`src/rtl/alu_seq.sv`:
```
// alu_seq: byte-serial command sequencer for the 8-bit ALU; owns the CCR.
// Define ALU_SEQ_WIDE_EN to enable 16-bit ops (HI/FIX states).
module alu_seq (
    input  logic        clock,
    input  logic        reset,
    input  logic        cmd_valid,
    output logic        cmd_ready,
    input  logic [3:0]  cmd_op,
    input  logic [15:0] cmd_a,
    input  logic [15:0] cmd_b,
    output logic [7:0]  alu_a,
    output logic [7:0]  alu_b,
    output logic [2:0]  alu_sel,
    input  logic [7:0]  alu_result,
    input  logic [3:0]  alu_nzvc,
    output logic        rsp_valid,
    input  logic        rsp_ready,
    output logic [15:0] rsp_result,
    output logic [3:0]  rsp_nzvc,
    output logic [3:0]  ccr
);

    typedef enum logic [2:0] {IDLE, LO, HI, FIX, RESP} state_t;

    localparam logic [2:0] SEL_ADD = 3'b000;
    localparam logic [2:0] SEL_INC = 3'b001;
    localparam logic [2:0] SEL_SUB = 3'b010;
    localparam logic [2:0] SEL_DEC = 3'b011;
    localparam logic [2:0] SEL_OR  = 3'b101;

    state_t state;

`ifdef ALU_SEQ_WIDE_EN
    logic        wide_q;
    logic [2:0]  op_q;
    logic [7:0]  a_hi;
    logic [7:0]  b_hi;
    logic [7:0]  r_lo;
    logic        c0;
    logic        c1;
    logic        is_arith;
    logic        is_step;
    logic [15:0] fin_r;
    logic        fin_c;
    logic [3:0]  fin_nzvc;

    function automatic logic [3:0] wide_flags(
        input logic [2:0]  op,
        input logic        a15,
        input logic        b15,
        input logic [15:0] r,
        input logic        c
    );
        logic v;
        unique case (op)
            SEL_ADD: v = (a15 == b15) && (r[15] != a15);
            SEL_SUB: v = (a15 != b15) && (r[15] != a15);
            SEL_INC: v = !a15 && r[15];
            SEL_DEC: v = a15 && !r[15];
            default: v = 1'b0;
        endcase
        return {r[15], r == 16'h0, v, c};
    endfunction

    assign is_arith = (op_q == SEL_ADD) || (op_q == SEL_SUB);
    assign is_step  = (op_q == SEL_INC) || (op_q == SEL_DEC);

    // Final flags for the byte being captured on the way into RESP.
    always_comb begin
        fin_r = {alu_result, r_lo};
        fin_c = 1'b0;
        if (state == FIX)
            fin_c = c1 | alu_nzvc[0];
        else if (is_arith)
            fin_c = alu_nzvc[0];
        else if (is_step)
            fin_c = c0 & alu_nzvc[0];
        fin_nzvc = wide_flags(op_q, a_hi[7], b_hi[7], fin_r, fin_c);
    end
`else
    logic unused_hi;
    assign unused_hi = ^{cmd_op[3], cmd_a[15:8], cmd_b[15:8]};
`endif

    always_ff @(posedge clock or posedge reset) begin
        if (reset) begin
            state      <= IDLE;
            cmd_ready  <= 1'b1;
            rsp_valid  <= 1'b0;
            rsp_result <= 16'h0;
            rsp_nzvc   <= 4'h0;
            ccr        <= 4'h0;
            alu_a      <= 8'h0;
            alu_b      <= 8'h0;
            alu_sel    <= SEL_ADD;
`ifdef ALU_SEQ_WIDE_EN
            wide_q     <= 1'b0;
            op_q       <= SEL_ADD;
            a_hi       <= 8'h0;
            b_hi       <= 8'h0;
            r_lo       <= 8'h0;
            c0         <= 1'b0;
            c1         <= 1'b0;
`endif
        end else begin
            unique case (state)
                IDLE: if (cmd_valid) begin
                    state     <= LO;
                    cmd_ready <= 1'b0;
                    alu_sel   <= cmd_op[2:0];
                    alu_a     <= cmd_a[7:0];
                    alu_b     <= cmd_b[7:0];
`ifdef ALU_SEQ_WIDE_EN
                    wide_q    <= cmd_op[3];
                    op_q      <= cmd_op[2:0];
                    a_hi      <= cmd_a[15:8];
                    b_hi      <= cmd_b[15:8];
`endif
                end
                LO: begin
`ifdef ALU_SEQ_WIDE_EN
                    r_lo <= alu_result;
                    c0   <= alu_nzvc[0];
                    // INC/DEC without low carry just copy the high byte.
                    if (wide_q) begin
                        state   <= HI;
                        alu_a   <= a_hi;
                        alu_b   <= is_step ? 8'h00 : b_hi;
                        alu_sel <= (is_step && !alu_nzvc[0]) ? SEL_OR : op_q;
                    end else
`endif
                    begin
                        state      <= RESP;
                        rsp_valid  <= 1'b1;
                        rsp_result <= {8'h00, alu_result};
                        rsp_nzvc   <= alu_nzvc;
                        ccr        <= alu_nzvc;
                        alu_a      <= 8'h0;
                        alu_b      <= 8'h0;
                        alu_sel    <= SEL_ADD;
                    end
                end
`ifdef ALU_SEQ_WIDE_EN
                HI: begin
                    c1 <= alu_nzvc[0];
                    if (is_arith && c0) begin
                        state   <= FIX;
                        alu_a   <= alu_result;
                        alu_b   <= 8'h00;
                        alu_sel <= (op_q == SEL_ADD) ? SEL_INC : SEL_DEC;
                    end else begin
                        state      <= RESP;
                        rsp_valid  <= 1'b1;
                        rsp_result <= fin_r;
                        rsp_nzvc   <= fin_nzvc;
                        ccr        <= fin_nzvc;
                        alu_a      <= 8'h0;
                        alu_b      <= 8'h0;
                        alu_sel    <= SEL_ADD;
                    end
                end
                FIX: begin
                    state      <= RESP;
                    rsp_valid  <= 1'b1;
                    rsp_result <= fin_r;
                    rsp_nzvc   <= fin_nzvc;
                    ccr        <= fin_nzvc;
                    alu_a      <= 8'h0;
                    alu_b      <= 8'h0;
                    alu_sel    <= SEL_ADD;
                end
`endif
                RESP: if (rsp_ready) begin
                    state     <= IDLE;
                    rsp_valid <= 1'b0;
                    cmd_ready <= 1'b1;
                end
                default: state <= IDLE;
            endcase
        end
    end

endmodule

```
`config.mk`:
```
export PLATFORM = sky130hd
export DESIGN_NAME = alu_seq
export DESIGN_NICKNAME = d
export VERILOG_FILES = /design/src/rtl/alu_seq.sv
export SDC_FILE = /design/constraint.sdc
export NUM_CORES = 1
export LEC_CHECK = 0
export CAP_MARGIN = 15
export CORE_UTILIZATION = 39
export DETAILED_ROUTE_END_ITERATION = 8
export PLACE_DENSITY_LB_ADDON = 0.25
export SLEW_MARGIN = 25
export SYNTH_ARGS = -nofsm -noshare
export SYNTH_HDL_FRONTEND = slang
export SYNTH_SLANG_ARGS = --single-unit
export TNS_END_PERCENT = 100
```
`constraint.sdc`:
```
create_clock -name clock -period 3.1 [get_ports clock]
set_clock_uncertainty 0.1 [all_clocks]
set_input_delay 0.62 -clock clock [delete_from_list [all_inputs] [get_ports clock]]
set_output_delay 0.62 -clock clock [all_outputs]
set_load 0.05 [all_outputs]
```
==> flow_summary.ini, run 1 <==
[grt]
grt_overflow_total = 0
number_of_antenna_violations_at_the_first_check_in_global_routing = 0
maximum_number_of_pins_on_one_net_before_global_route_repair = 20
global_route.usage.total_pct = 17.7
grt_pass1_vias = 1196
grt_pass1_wl_um = 5490

[yosys]
yosys.cell_types.count = 22
yosys_warnings = 0
share_of_synthesized_registers_carrying_an_async_set_or_reset_pct = 100
post_synth_most_frequent_cells = dfrtp_1 (34), o21ai_0 (25), buf_4 (14), nand2_1 (12), mux2_4 (9)
postSynth.topFlopCell = dfrtp_1
synth_top_cells_by_area = dfrtp_1 (55%), mux2_4 (8.8%), o21ai_0 (8.2%)
cells_after_synth = 128
most_repeated_cell_in_the_gate_level_netlist_after_synthesis = dfrtp_1
synth_top_family_by_area = compound AO/OA/AOI/OAI gates
synth_top_area_share_pct = 55.5
post_synth_fa_ha_maj_area_fraction_pct = 0
synth-compound-area-share_pct = 13.6
seq_total_area_yosys_pct = 57.2
post_synth.cell_area_avg_um2 = 12.0
area_of_the_mapped_netlist_um2 = 1530
synth_largest_area_cell = dfrtp_1
synth_edf_count = 0
postSynthRegisterBits = 35
post_synth_and_or_nand_nor_area_fraction_pct = 7.59
synthMuxAreaShare_pct = 11.0
synth-xor-area-share_pct = 0

[worst_setup_path]
cp-end-kind = output port
critical_path_class = reg -> out
cp-start-kind = flip-flop
arrival_ns = 1.64
crit_slowest_cell = clkdlybuf4s50_1
critical_path_buf_inv_count = 1
critPathMaxStageDelay_ns = 0.80
critical_path.max_fanout = 3
critical-path-top-delay-family = buffers and inverters
critical_path_required_ns = 2.38
crit_path_cell_trace = clkdlybuf4s50_1

[power]
ir_worst_vdd_mv = 0.624
power_density_nw_per_um2 = 1340
p_leak_nw = 1.01

[run_status]
status = finished, final reports clean

[routing]
first_drt_iteration_drcs = 25
post-route-drc-count = 0
final_antenna_net_count = 0
route.detailed.wl_per_inst_um = 13.9
dr.pass1.iters = 4
routed_wl_um = 3380
post_drt_via_cell_ratio = 4.70
routed-via-count = 1142

[clock_network]
cts_resized = 0
cts-root-to-sink-buffers = 2
cts.htree.levels = 2
clock_sinks = 35
cts_made_buffers = 5
holdBufCountCts = 0
cts_tree = yes
clk-insertion-delay-late_ns = 0.28
clockRootBuffer = clkbuf_8
post-cts-setup-buffers = 0
clkTransAtPathRegs_ns = 0.07

[placement]
gp_congestion = 0.629
place_inst = 235
hpwl_um = 2380
place_worst_setup_slack_ns = 1.02
port_buffers = 71

[sta]
period_needed_ns = 2.36
count_of_final_max_slew_check_failures = 0
setup_repair_after_global_routing_missed_its_margin = no
post-route-period-util_pct = 76.2
max_freq_ghz = 0.423
worst-slew-pin-transition_ns = 0.694
final_setup_violation_count = 0
finalHoldViolCount = 0
totalNegativeSetupSlack_ns = 0
timing.slew.headroom_pct = 53.7
postLayoutSetupSlackWorst_ns = 0.738

[die]
ioPinCount = 97
core_area_um2 = 3720
chipWidth_um = 64.7
total_die_area_um2 = 4190
vert_die_dim_um = 64.7
initial_core_utilization_pct = 41.3
std_cell_rows = 22

[cells_and_area]
num-nets-final = 246
area_growth_syn_to_layout_pct = 51.5
fraction_of_final_layout_cells_sized_beyond_drive_strength_1_pct = 13.3
fin_cells = 243
antenna_cells = 0

[job]
max_cap_viol_count = 0

[hold_path]
worst_hold_path_type = reg -> reg
[cell type report]
cell class | count | area (um2)
fill | 294 | 1390
sequential | 35 | 877
timing repair buffer | 72 | 718
multi-input combinational | 77 | 524
clock buffer | 6 | 72.6
clock inverter | 2 | 60.1
tap | 48 | 60.1
inverter | 3 | 11.3
[worst paths after layout]
path                                 from       endpoint  slack, ns  cells past startpoint
min in group asynchronous           reset       alu_a[0]       0.64                      2
worst min register to register   alu_a[2]       alu_a[2]       0.40                      1
worst min-delay path             alu_a[2]       alu_a[2]       0.40                      1
worst max register to register   state[0]  rsp_result[7]       1.30                      3
worst max-delay path            cmd_ready      cmd_ready       0.74                      1
max in group asynchronous           reset      cmd_ready       1.50                      3
[state kept, by name (all words and copies together), names as in the netlist]
register and cells:
alu_a 8, alu_b 8, alu_sel 3, ccr 4, cmd_ready 1, rsp_result 8
rsp_valid 1, state 2
[metal layers]
layer  wire, um  track usage [%]  vias up
li1           -                -      545
met3        235             6.16        4
met1       1460             21.4      538
met5          0                0        -
met2       1640             28.1       55
met4         47             8.33        0
[logic make-up (layout without fill, tap and decap cells)]
kind of cell           after synthesis  count (layout)
AND/OR/NAND/NOR                     21              21
multiplexers                        12              12
AO/OA/AOI/OAI                       36              36
buffers and inverters               23              83
other                                1               8
flip-flops                          35              35
[cell usage in the layout (no fill, tap or decap), types with 2 or more instances in the layout]
master and n:
nor2_1 3, a21oi_1 3, mux2_2 3, o21ai_0 25, bufinv_16 2, inv_1 2
dfrtp_1 34, clkbuf_8 5, clkdlybuf4s50_1 71, conb_1 8, a22o_1 7, nor2_4 3
nand2_1 12, mux2_4 9
[where the power goes]
| part | switching (mW) | internal [mW] |
|---|---|---|
| Combinational | 1.14 | 0.635 |
| Clock | 0.161 | 0.321 |
| Sequential | 0.174 | 0.680 |
| Total | 1.47 | 1.64 |
[metrics by stage]
stage	utilization (%)	total power [mW]	area (um2)	hold WS (ns)
2_1_floorplan	-	2.12	1560	0.465
5_1_grt	62.5	3.25	2320	0.427
3_5_place_dp	59.0	2.64	2190	0.388
3_3_place_gp	59.0	2.61	2190	0.386
6_report	62.5	3.11	2320	0.401
4_1_cts	62.5	3.14	2320	0.406
Power figures use the tool's default switching activity.
==> run 2: changes to the inputs <==
Settings changed: CORE_UTILIZATION 39 to 36.
Clock period 3.1 ns to 2.2 ns, I/O delays scaled along.
==> flow_summary.ini, run 2 (synthesis results as in run 1) <==
[run_status]
status = finished, final reports clean

[grt]
number_of_antenna_violations_at_the_first_check_in_global_routing = 0
grt_overflow_total = 0
grt_pass1_vias = 1164
maximum_number_of_pins_on_one_net_before_global_route_repair = 22
grt_pass1_wl_um = 5450
global_route.usage.total_pct = 16.9

[clock_network]
clk-insertion-delay-late_ns = 0.29
cts_resized = 0
clock_sinks = 35
post-cts-setup-buffers = 0
holdBufCountCts = 0
cts.htree.levels = 2
cts_tree = yes
clkTransAtPathRegs_ns = 0.07
cts-root-to-sink-buffers = 2
cts_made_buffers = 5
clockRootBuffer = clkbuf_8

[sta]
max_freq_ghz = 0.494
timing.slew.headroom_pct = 65.5
finalHoldViolCount = 0
final_setup_violation_count = 0
finalHoldWorstSlack_ns = 0.379
worst-slew-pin-transition_ns = 0.516
count_of_final_max_slew_check_failures = 0
totalNegativeSetupSlack_ns = 0
setup_repair_after_global_routing_missed_its_margin = no
period_needed_ns = 2.03
post-route-period-util_pct = 92.0

[placement]
place_inst = 240
port_buffers = 71
placed_area_um2 = 2210
hpwl_um = 2460
gp_congestion = 0.685

[worst_setup_path]
crit_path_cell_trace = clkdlybuf4s50_1
critical_path_buf_inv_count = 1
crit_slowest_cell = clkdlybuf4s50_1
critical_path_required_ns = 1.66
critPathMaxStageDelay_ns = 0.83
worstReg2RegEnd = alu_b[6]
cp-start-kind = flip-flop
setup.reg_to_reg.worst_slack_ns = 0.59
critical_path.max_fanout = 3
arrival_ns = 1.49
worst_r2r_startpoint = state[0]
critical-path-top-delay-family = buffers and inverters
cp-end-kind = output port
timing.reg2reg.worst_path_depth = 4
critical_path_class = reg -> out

[power]
power_mw = 4.16
power.share.clock_pct = 10.3
reported_net_switching_power_mw = 2.06
p_leak_nw = 0.998
power.internal_mw = 2.10
proportion_of_power_drawn_by_flip_flops_and_latches_pct = 27.6
proportion_of_total_power_due_to_net_switching_pct = 49.6
power_density_nw_per_um2 = 1810
ir_worst_vdd_mv = 0.760
power.combinational.fraction_pct = 62.0

[routing]
post-route-drc-count = 0
first_drt_iteration_drcs = 16
routed-via-count = 1168
final_antenna_net_count = 0
post_drt_via_cell_ratio = 4.71
route.detailed.wl_per_inst_um = 13.6
dr.pass1.iters = 4
routed_wl_um = 3380

[die]
core_area_um2 = 4060
std_cell_rows = 23
initial_core_utilization_pct = 37.8
vert_die_dim_um = 67.3
chipWidth_um = 67.3
ioPinCount = 97
total_die_area_um2 = 4530

[cells_and_area]
fin_cells = 248
num-nets-final = 249
top_regs = alu_a (8), alu_b (8), rsp_result (8)
layout.cells.most_common = clkdlybuf4s50_1
fraction_of_final_layout_cells_sized_beyond_drive_strength_1_pct = 14.1
layout.filler_cells = 338
antenna_cells = 0
area_growth_syn_to_layout_pct = 49.5
final_cell_area_um2 = 2290
layout.cells.most_common_list = clkdlybuf4s50_1 (70), dfrtp_1 (34), o21ai_0 (25), nand2_1 (12), mux2_4 (9)

[hold_path]
worst_hold_path_type = in -> async

[job]
max_cap_viol_count = 0
run 2: cell types whose count changed in the layout (fill, tap and decap cells not counted):
cell             before  now
clkbuf_1              1    3
clkdlybuf4s50_1      71   70
bufinv_16             2    0
buf_4                 1    5
run 2: per-layer routing:
metal,up-vias,GRT usage (%),wire length (um)
met5,-,0,0
met4,0,6.38,38
met3,4,7.60,286
met2,53,26.1,1590
met1,562,20.5,1470
li1,549,-,-
run 2: layout make-up:
type	instances	area, um2	area share [%]
timing repair buffer	75	738	32.2
tap	50	62.6	2.73
clock buffer	8	80.1	3.49
multi-input combinational	77	524	22.9
inverter	3	11.3	0.491
sequential	35	877	38.2
run 2: worst max path at each step:
| stage | from | endpoint | slack [ns] | depth (start not counted) |
|---|---|---|---|---|
| final | rsp_valid | rsp_valid | 0.17 | 1 |
| after global routing | ccr[0] | rsp_nzvc[0] | 0.11 | 1 |
| after detailed placement | cmd_valid | alu_b[6] | 0.30 | 4 |
| after floorplan | ccr[0] | rsp_nzvc[0] | 0.76 | 1 |
| after CTS | ccr[0] | ccr[0] | 0.17 | 1 |
| after global placement | cmd_valid | alu_b[5] | 0.33 | 4 |
run 2: metrics by stage:
| stage | worst slack (ns) | utilization [%] |
|---|---|---|
| 6_report | 0.175 | 56.5 |
| 5_1_grt | 0.114 | 56.5 |
| 4_1_cts | 0.168 | 56.5 |
| 3_5_place_dp | 0.299 | 54.5 |
| 3_3_place_gp | 0.327 | 54.5 |
| 2_1_floorplan | 0.756 | - |
run 2: worst reg2reg max path, stage by stage, from the launching register on:
cell and delay [ns]:
dfrtp_1 0.43, buf_4 0.20, nor2_4 0.25, or2_0 0.37, a22o_1 0.20
run 2: power groups by stage:
stage / logic (mW) / registers [mW] / clock network (mW)
2_1_floorplan: 0.808 / 2.17 / 0
3_3_place_gp: 2.57 / 1.14 / 0
3_5_place_dp: 2.59 / 1.16 / 0
4_1_cts: 2.60 / 1.15 / 0.443
5_1_grt: 2.70 / 1.19 / 0.486
6_report: 2.58 / 1.15 / 0.429
==> run 3: changes to the inputs <==
Settings changed: CTS_CLUSTER_SIZE from default to 8.
Clock period 2.2 ns to 1.93 ns, I/O delays scaled along.
==> flow_summary.ini, run 3 (synthesis results as in run 1) <==
[run_status]
status = finished, final reports clean

[placement]
port_buffers = 71
gp_congestion = 0.685
hpwl_um = 2490
place_worst_setup_slack_ns = 0.153

[cells_and_area]
top_regs = alu_a (8), alu_b (8), rsp_result (8)
fraction_of_final_layout_cells_sized_beyond_drive_strength_1_pct = 32.7
num-nets-final = 250
antenna_cells = 0
layout.cells.most_common = buf_4
layout.filler_cells = 379
area_growth_syn_to_layout_pct = 44.9
layout.cells.most_common_list = buf_4 (41), dfrtp_1 (34), clkdlybuf4s50_1 (34), o21ai_0 (25), nand2_1 (12)

[routing]
route.detailed.wl_per_inst_um = 13.9
post_drt_via_cell_ratio = 4.71
routed_wl_um = 3450
dr.pass1.iters = 4
post-route-drc-count = 0
routed-via-count = 1172
final_antenna_net_count = 0
first_drt_iteration_drcs = 53

[clock_network]
cts_made_buffers = 5
cts_resized = 0
clock_sinks = 35
cts_tree = yes
cts-root-to-sink-buffers = 2
clockRootBuffer = clkbuf_8
clk-insertion-delay-late_ns = 0.28
cts.htree.levels = 2
holdBufCountCts = 0
post-cts-setup-buffers = 0
clkTransAtPathRegs_ns = 0.07

[sta]
max_freq_ghz = 0.670
finalHoldViolCount = 0
setup_repair_after_global_routing_missed_its_margin = no
totalNegativeSetupSlack_ns = 0
final_setup_violation_count = 0
post-route-period-util_pct = 77.3
postLayoutSetupSlackWorst_ns = 0.438
period_needed_ns = 1.49
count_of_final_max_slew_check_failures = 0

[power]
proportion_of_total_power_due_to_net_switching_pct = 50.8
power.internal_mw = 2.29
proportion_of_power_drawn_by_flip_flops_and_latches_pct = 28.5
reported_net_switching_power_mw = 2.36
power.combinational.fraction_pct = 60.9
power.share.clock_pct = 10.6
ir_worst_vdd_mv = 0.636
p_leak_nw = 1.05
power_density_nw_per_um2 = 2090

[grt]
global_route.usage.total_pct = 16.1
maximum_number_of_pins_on_one_net_before_global_route_repair = 22
number_of_antenna_violations_at_the_first_check_in_global_routing = 0
grt_pass1_vias = 1122
grt_pass1_wl_um = 5240
grt_overflow_total = 0

[worst_setup_path]
cp-start-kind = flip-flop
arrival_ns = 1.55
critical_path_required_ns = 1.99
cp-end-kind = flip-flop
critical_path.max_fanout = 13
critical_path_class = reg -> reg

[hold_path]
worst_hold_path_type = in -> async

[die]
ioPinCount = 97
std_cell_rows = 23
vert_die_dim_um = 67.3
total_die_area_um2 = 4530
core_area_um2 = 4060
chipWidth_um = 67.3
initial_core_utilization_pct = 37.8

[job]
max_cap_viol_count = 0
==> run 3: cell types whose count changed in the layout (fill, tap and decap cells not counted), sizes merged <==
cell	before	now
buf	5	42
clkdlybuf4s50	70	34
==> run 3: worst paths after layout <==
kind,startpoint,slack [ns],end,cells past startpoint
worst max-delay path,state[0],0.44,ccr[3],3
worst min-delay path,reset,0.32,alu_a[1],3
worst max register to register,state[0],0.44,ccr[3],3
worst min register to register,alu_b[5],0.40,alu_b[5],1
max in group asynchronous,reset,1.10,cmd_ready,3
min in group clock,alu_b[5],0.40,alu_b[5],1
==> run 3: cell type report <==
type | instances | area [um2] | area share, %
Clock buffer | 8 | 80.1 | 3.60
Timing Repair Buffer | 76 | 668 | 30.1
Inverter | 3 | 11.3 | 0.506
Multi-Input combinational cell | 77 | 524 | 23.6
Tap cell | 50 | 62.6 | 2.81
Sequential cell | 35 | 877 | 39.4
==> run 3: worst max-delay path: stages (launching register included) <==
cell and delay (ns):
dfrtp_1 0.42, inv_2 0.07, nor2_4 0.39, mux2_2 0.39
==> run 3: power groups by stage <==
stage	clock network, mW	registers [mW]	logic (mW)
global placement	0	1.31	2.82
detailed placement	0	1.33	2.85
global route	0.551	1.37	2.97
finish	0.494	1.32	2.83
floorplan	0	2.48	0.921
CTS	0.508	1.33	2.86
==> run 3: layer usage <==
layer,vias up,routed length (um),track usage [%]
met5,-,0,0
li1,552,-,-
met4,0,63,7.98
met1,556,1480,20.5
met2,57,1620,24.8
met3,7,281,4.90
==> run 3: per-stage QoR <==
step	instances	hold WS (ns)	utilization (%)	instance area [um2]	power (mW)
CTS	249	0.331	54.8	2220	4.69
floorplan	135	0.422	-	1560	3.40
finish	249	0.321	54.8	2220	4.65
global placement	241	0.387	52.8	2140	4.13
global route	249	0.366	54.8	2220	4.89
detailed placement	241	0.392	52.8	2140	4.19
